**src/rtl/ppong_rd_ctrl.sv**
```systemverilog
// Ping-pong bank reader: drains two RAM banks alternately in column-major
// (corner-turn) order onto an AXI-Stream master through a 2-entry skid buffer.
module ppong_rd_ctrl #(
    parameter int DATA_WIDTH = 32,
    parameter int ROWS       = 8,
    parameter int COLS       = 8,
    parameter int ADDRW      = 6
) (
    input  logic                  clk,
    input  logic                  resetn,
    input  logic [1:0]            bank_rdy,
    output logic [1:0]            bank_rel,
    output logic [1:0]            enb,
    output logic [ADDRW-1:0]      addrb,
    input  logic [DATA_WIDTH-1:0] dob0,
    input  logic [DATA_WIDTH-1:0] dob1,
    output logic [DATA_WIDTH-1:0] m_axis_tdata,
    output logic                  m_axis_tvalid,
    input  logic                  m_axis_tready,
    output logic                  m_axis_tlast,
    output logic [1:0]            dbg_state
);

    localparam int RW = (ROWS > 1) ? $clog2(ROWS) : 1;
    localparam int CW = (COLS > 1) ? $clog2(COLS) : 1;

    typedef enum logic [1:0] {
        IDLE  = 2'd0,
        READ  = 2'd1,
        DRAIN = 2'd2
    } state_t;

    state_t                  state_q;
    logic                    cur_q;
    logic [RW-1:0]           row_q;
    logic [CW-1:0]           col_q;
    logic                    inflight_q;
    logic                    inflight_last_q;
    logic [DATA_WIDTH-1:0]   buf_data_q [2];
    logic [1:0]              buf_last_q;
    logic                    wr_ptr_q;
    logic                    rd_ptr_q;
    logic [1:0]              count_q;
    logic [1:0]              bank_rel_q;

    logic [DATA_WIDTH-1:0]   dob_sel;
    logic                    bypass;
    logic                    head_last;
    logic                    pop;
    logic                    push;
    logic                    issue;
    logic                    last_addr;
    logic [1:0]              occ;
    logic [RW-1:0]           row_d;
    logic [CW-1:0]           col_d;
    logic [1:0]              count_d;

    // With the buffer empty, the in-flight RAM word is forwarded straight to
    // the stream; this keeps the inter-bank bubble to two cycles.
    always_comb begin
        dob_sel       = cur_q ? dob1 : dob0;
        bypass        = (count_q == 2'd0);
        m_axis_tvalid = !bypass || inflight_q;
        head_last     = bypass ? inflight_last_q : buf_last_q[rd_ptr_q];
        m_axis_tlast  = m_axis_tvalid && head_last;
        m_axis_tdata  = '0;
        if (!bypass) begin
            m_axis_tdata = buf_data_q[rd_ptr_q];
        end else if (inflight_q) begin
            m_axis_tdata = dob_sel;
        end
        pop       = m_axis_tvalid && m_axis_tready;
        push      = inflight_q && !(bypass && pop);
        occ       = count_q + {1'b0, inflight_q} - {1'b0, pop};
        issue     = (state_q == READ) && (occ < 2'd2);
        enb       = 2'b00;
        if (issue) begin
            enb[cur_q] = 1'b1;
        end
        last_addr = (row_q == RW'(ROWS - 1)) && (col_q == CW'(COLS - 1));
        if (row_q == RW'(ROWS - 1)) begin
            row_d = '0;
            col_d = col_q + 1'b1;
        end else begin
            row_d = row_q + 1'b1;
            col_d = col_q;
        end
        count_d   = count_q + {1'b0, push} - {1'b0, pop && !bypass};
    end

    assign addrb     = ADDRW'(row_q) * ADDRW'(COLS) + ADDRW'(col_q);
    assign bank_rel  = bank_rel_q;
    assign dbg_state = state_q;

    always_ff @(posedge clk or negedge resetn) begin
        if (!resetn) begin
            state_q         <= IDLE;
            cur_q           <= 1'b0;
            row_q           <= '0;
            col_q           <= '0;
            inflight_q      <= 1'b0;
            inflight_last_q <= 1'b0;
            buf_data_q[0]   <= '0;
            buf_data_q[1]   <= '0;
            buf_last_q      <= 2'b00;
            wr_ptr_q        <= 1'b0;
            rd_ptr_q        <= 1'b0;
            count_q         <= 2'd0;
            bank_rel_q      <= 2'b00;
        end else begin
            bank_rel_q      <= 2'b00;
            inflight_q      <= issue;
            inflight_last_q <= issue && last_addr;
            count_q         <= count_d;

            if (push) begin
                buf_data_q[wr_ptr_q] <= dob_sel;
                buf_last_q[wr_ptr_q] <= inflight_last_q;
                wr_ptr_q             <= ~wr_ptr_q;
            end
            if (pop && !bypass) begin
                rd_ptr_q <= ~rd_ptr_q;
            end

            // bank_rdy is only looked at in IDLE, so a writer dropping it
            // mid-read cannot disturb the current bank.
            case (state_q)
                IDLE: begin
                    row_q <= '0;
                    col_q <= '0;
                    if (bank_rdy[cur_q]) begin
                        state_q <= READ;
                    end
                end
                READ: begin
                    if (issue) begin
                        if (last_addr) begin
                            state_q <= DRAIN;
                            row_q   <= '0;
                            col_q   <= '0;
                        end else begin
                            row_q <= row_d;
                            col_q <= col_d;
                        end
                    end
                end
                DRAIN: begin
                    if (pop && head_last) begin
                        state_q           <= IDLE;
                        bank_rel_q[cur_q] <= 1'b1;
                        cur_q             <= ~cur_q;
                    end
                end
                default: begin
                    state_q <= IDLE;
                end
            endcase
        end
    end

endmodule

```
**config.mk**
```make
export PLATFORM = sky130hd
export DESIGN_NAME = ppong_rd_ctrl
export DESIGN_NICKNAME = d
export VERILOG_FILES = /design/src/rtl/ppong_rd_ctrl.sv
export SDC_FILE = /design/constraint.sdc
export NUM_CORES = 1
export LEC_CHECK = 0
export BUFFER_PORTS_ARGS = -buffer_cell sky130_fd_sc_hd__buf_2
export CAP_MARGIN = 30
export CORE_ASPECT_RATIO = 2
export CORE_MARGIN = 2
export CORE_UTILIZATION = 50
export DETAILED_ROUTE_END_ITERATION = 12
export PLACE_DENSITY = 0.77
export SLEW_MARGIN = 5
export SYNTH_ARGS = -nofsm -noshare
export SYNTH_HDL_FRONTEND = slang
export SYNTH_SLANG_ARGS = --single-unit
```
**constraint.sdc**
```tcl
create_clock -name clk -period 2.45 [get_ports clk]
set_input_delay 0.3675 -clock clk [delete_from_list [all_inputs] [get_ports clk]]
set_output_delay 0.3675 -clock clk [all_outputs]
set_load 0.1 [all_outputs]
```
==> results.sh <==
export IMPL_cts_tree="built"
export IMPL_avgSynthCellArea_um2=10.0
export IMPL_instances_no_fill=620
export IMPL_use_met2=0.431
export IMPL_use_met3=0.0442
export IMPL_gp_congestion=0.777
export IMPL_whs_ns=0.00731
export IMPL_clkTransAtPathRegs_ns=0.06
export IMPL_post_cts_buffers=0
export IMPL_drc=0
export IMPL_ys_warn_count=0
export IMPL_clk_insertion_delay_late_ns=0.33
export IMPL_ant_nets=0
export IMPL_fill_cells=569
export IMPL_yosysSeqAreaShare=0.503
export IMPL_setup_violations=0
export IMPL_numCtsBuffers=9
export IMPL_worstPathRequired_ns=2.08
export IMPL_holdBufCountCts=0
export IMPL_tightest_slew_ns=0.523
export IMPL_grt_pass1_vias=3524
export IMPL_wl_per_cell_um=16.6
export IMPL_grt_use_met1=0.275
export IMPL_clockRootBuffer="clkbuf_16"
export IMPL_critPathMaxStageDelay_ns=0.50
export IMPL_gr_total_overflow=0
export IMPL_die_w_um=68.3
export IMPL_synthCells=411
export IMPL_synth_top_area_cell="dfrtp_1"
export IMPL_synthTopCellsByArea="dfrtp_1 (50%), mux2i_1 (16%), o22ai_1 (4.8%), nand2_1 (4.2%), a21oi_1 (4.0%)"
export IMPL_dieHeight_um=133
export IMPL_path_cells="buf_4 -> mux2i_1 -> o22ai_1 -> buf_12"
export IMPL_vias=3515
export IMPL_finalClockSkew_ns=0.00738
export IMPL_rsz0062_at_grt="false"
export IMPL_path_max_fanout=8
export IMPL_min_path_type="input port to async pin"
export IMPL_grt_busiest_layer="met2"
export IMPL_dpl_worst_slack_ns=0.452
export IMPL_synth_top_area_frac=0.503
export IMPL_fin_crit_ns=2.27
export IMPL_ys_seq_elements=83
export IMPL_drt_wl_total_um=10300
export IMPL_yosysUniqueCellTypes=36
export IMPL_placedCellCount=604
export IMPL_start_util=0.516
export IMPL_num_antenna_cells=0
export IMPL_drt_iter0_drc=185
export IMPL_synthFlopType="dfrtp_1"
export IMPL_outcome="complete, no violations"
export IMPL_antenna_found_initial=0
export IMPL_hold_viol_final=0
export IMPL_max_freq_ghz=0.441
export IMPL_cts_sinks=83
export IMPL_synthArstFlopShare=1.00
export IMPL_h_tree_depth=3
export IMPL_finalWorstSetupSlack_ns=0.182
export IMPL_dp_hpwl_um=7210
export IMPL_fin_nets=594
export IMPL_synth_most_common_cell="dfrtp_1"
export IMPL_crit_arrival_ns=1.90
export IMPL_core_area_um2=8000
export IMPL_first_pass_iters=5
export IMPL_synthTopCellsByCount="dfrtp_1 (83), mux2i_1 (66), nand2_1 (46), nor2_1 (36)"
export IMPL_cpMaxStageDelayCell="dfrtp_2"
export IMPL_syn_area_um2=4130
export IMPL_endpoint_kind="output pin"
export IMPL_start_kind="register"
export IMPL_syn_nets=486
export IMPL_dieArea_um2=9050
export IMPL_finalCritPeriodShare=0.926
export IMPL_area_growth_pct=36.2
export IMPL_grt_start_max_net_pins=44
export IMPL_worstSetupPathType="register to output pin"
export IMPL_cts_buffer_depth=2
export IMPL_synth_edff_count=0
export IMPL_io_buffer_count=114
export IMPL_ios=115
export IMPL_viasPerCell=5.67
export IMPL_num_rows=46
export IMPL_drive_gt1_frac=0.300
export IMPL_grt_pass1_wl_um=16800
export IMPL_grtUsageTotal=0.246
export IMPL_final_util=0.703
export IMPL_slew_headroom=0.651
export IMPL_maxCapViolCount=0
export IMPL_drv_slew=0
[repair_timing]
action | 4_1_cts | 5_1_grt
resized for setup | 0 | 2
hold endpoints to repair | 0 | 0
endpoints found under the setup margin | 0 | 3
[critical path, delay by kind of cell, from the launching register on]
family	cells	cell delay, ns
AO/OA/AOI/OAI	1	0.22
buffers and inverters	2	0.43
multiplexers	1	0.42
flip-flops	1	0.50
[per-stage QoR]
| step | setup TNS (ns) | cell area [um2] |
|---|---|---|
| 4_1_cts | 0 | 5620 |
| 6_report | 0 | 5630 |
| 3_5_place_dp | 0 | 5350 |
| 3_3_place_gp | 0 | 5350 |
| 5_1_grt | 0 | 5630 |
| 2_1_floorplan | -15.27 | 4150 |
[path summary, 6_finish.rpt]
path                                 from  depth (start not counted)          endpoint  slack, ns
setup / recovery                    cur_q                          4  m_axis_tdata[23]       0.18
hold / removal                     resetn                          1          col_q[1]      0.007
setup reg to reg               count_q[0]                          9        count_q[1]       0.55
hold reg to reg            buf_data_q[16]                          2    buf_data_q[16]       0.48
max in group asynchronous          resetn                          2    buf_data_q[19]       1.82
min in group clk                 dob0[26]                          3    buf_data_q[58]       0.36
[layout by cell type (no fill, tap or decap), types with 6 or more instances in the layout]
master      n
ha_1        6
o22ai_1    32
nand2_1    46
clkbuf_16   9
nor2_1     35
buf_12     35
mux2i_1    65
buf_2      80
a21oi_1    33
o21ai_0    33
buf_4      13
dfrtp_1    81
[cell type report]
class / instances / area, um2 / area share
Clock inverter: 2 / 12.5 / 0.00222
Tap cell: 96 / 120 / 0.0214
Sequential cell: 83 / 2080 / 0.370
Multi-Input combinational cell: 291 / 1930 / 0.343
Inverter: 5 / 18.8 / 0.00334
Timing Repair Buffer: 129 / 1210 / 0.215
Clock buffer: 14 / 254 / 0.0452
[sequential cells by signal, indices dropped and copies added, names as in the netlist]
name and flops:
inflight_q 1, col_q 3, count_q 2, rd_ptr_q 1, buf_data_q 64, dbg_state 2
bank_rel 2, wr_ptr_q 1, cur_q 1, inflight_last_q 1, buf_last_q 2, row_q 3
[cell families (layout without fill, tap and decap cells)]
group / after synthesis / in the layout / share of synthesized area
AO/OA/AOI/OAI: 111 / 111 / 0.157
XOR/XNOR: 5 / 5 / 0.0106
adder cells (fa/ha/maj): 6 / 6 / 0.0182
buffers and inverters: 37 / 150 / 0.0403
flip-flops: 83 / 83 / 0.503
multiplexers: 69 / 69 / 0.168
AND/OR/NAND/NOR: 100 / 100 / 0.103
[per-layer routing]
layer	vias to the layer above	wire length [um]
li1	1679	-
met1	1696	3700
met2	116	5790
met3	24	456
met4	0	327
met5	-	0
Power is not shown: default switching activity piles up to over one toggle a cycle in this logic, so the estimate is an artifact.
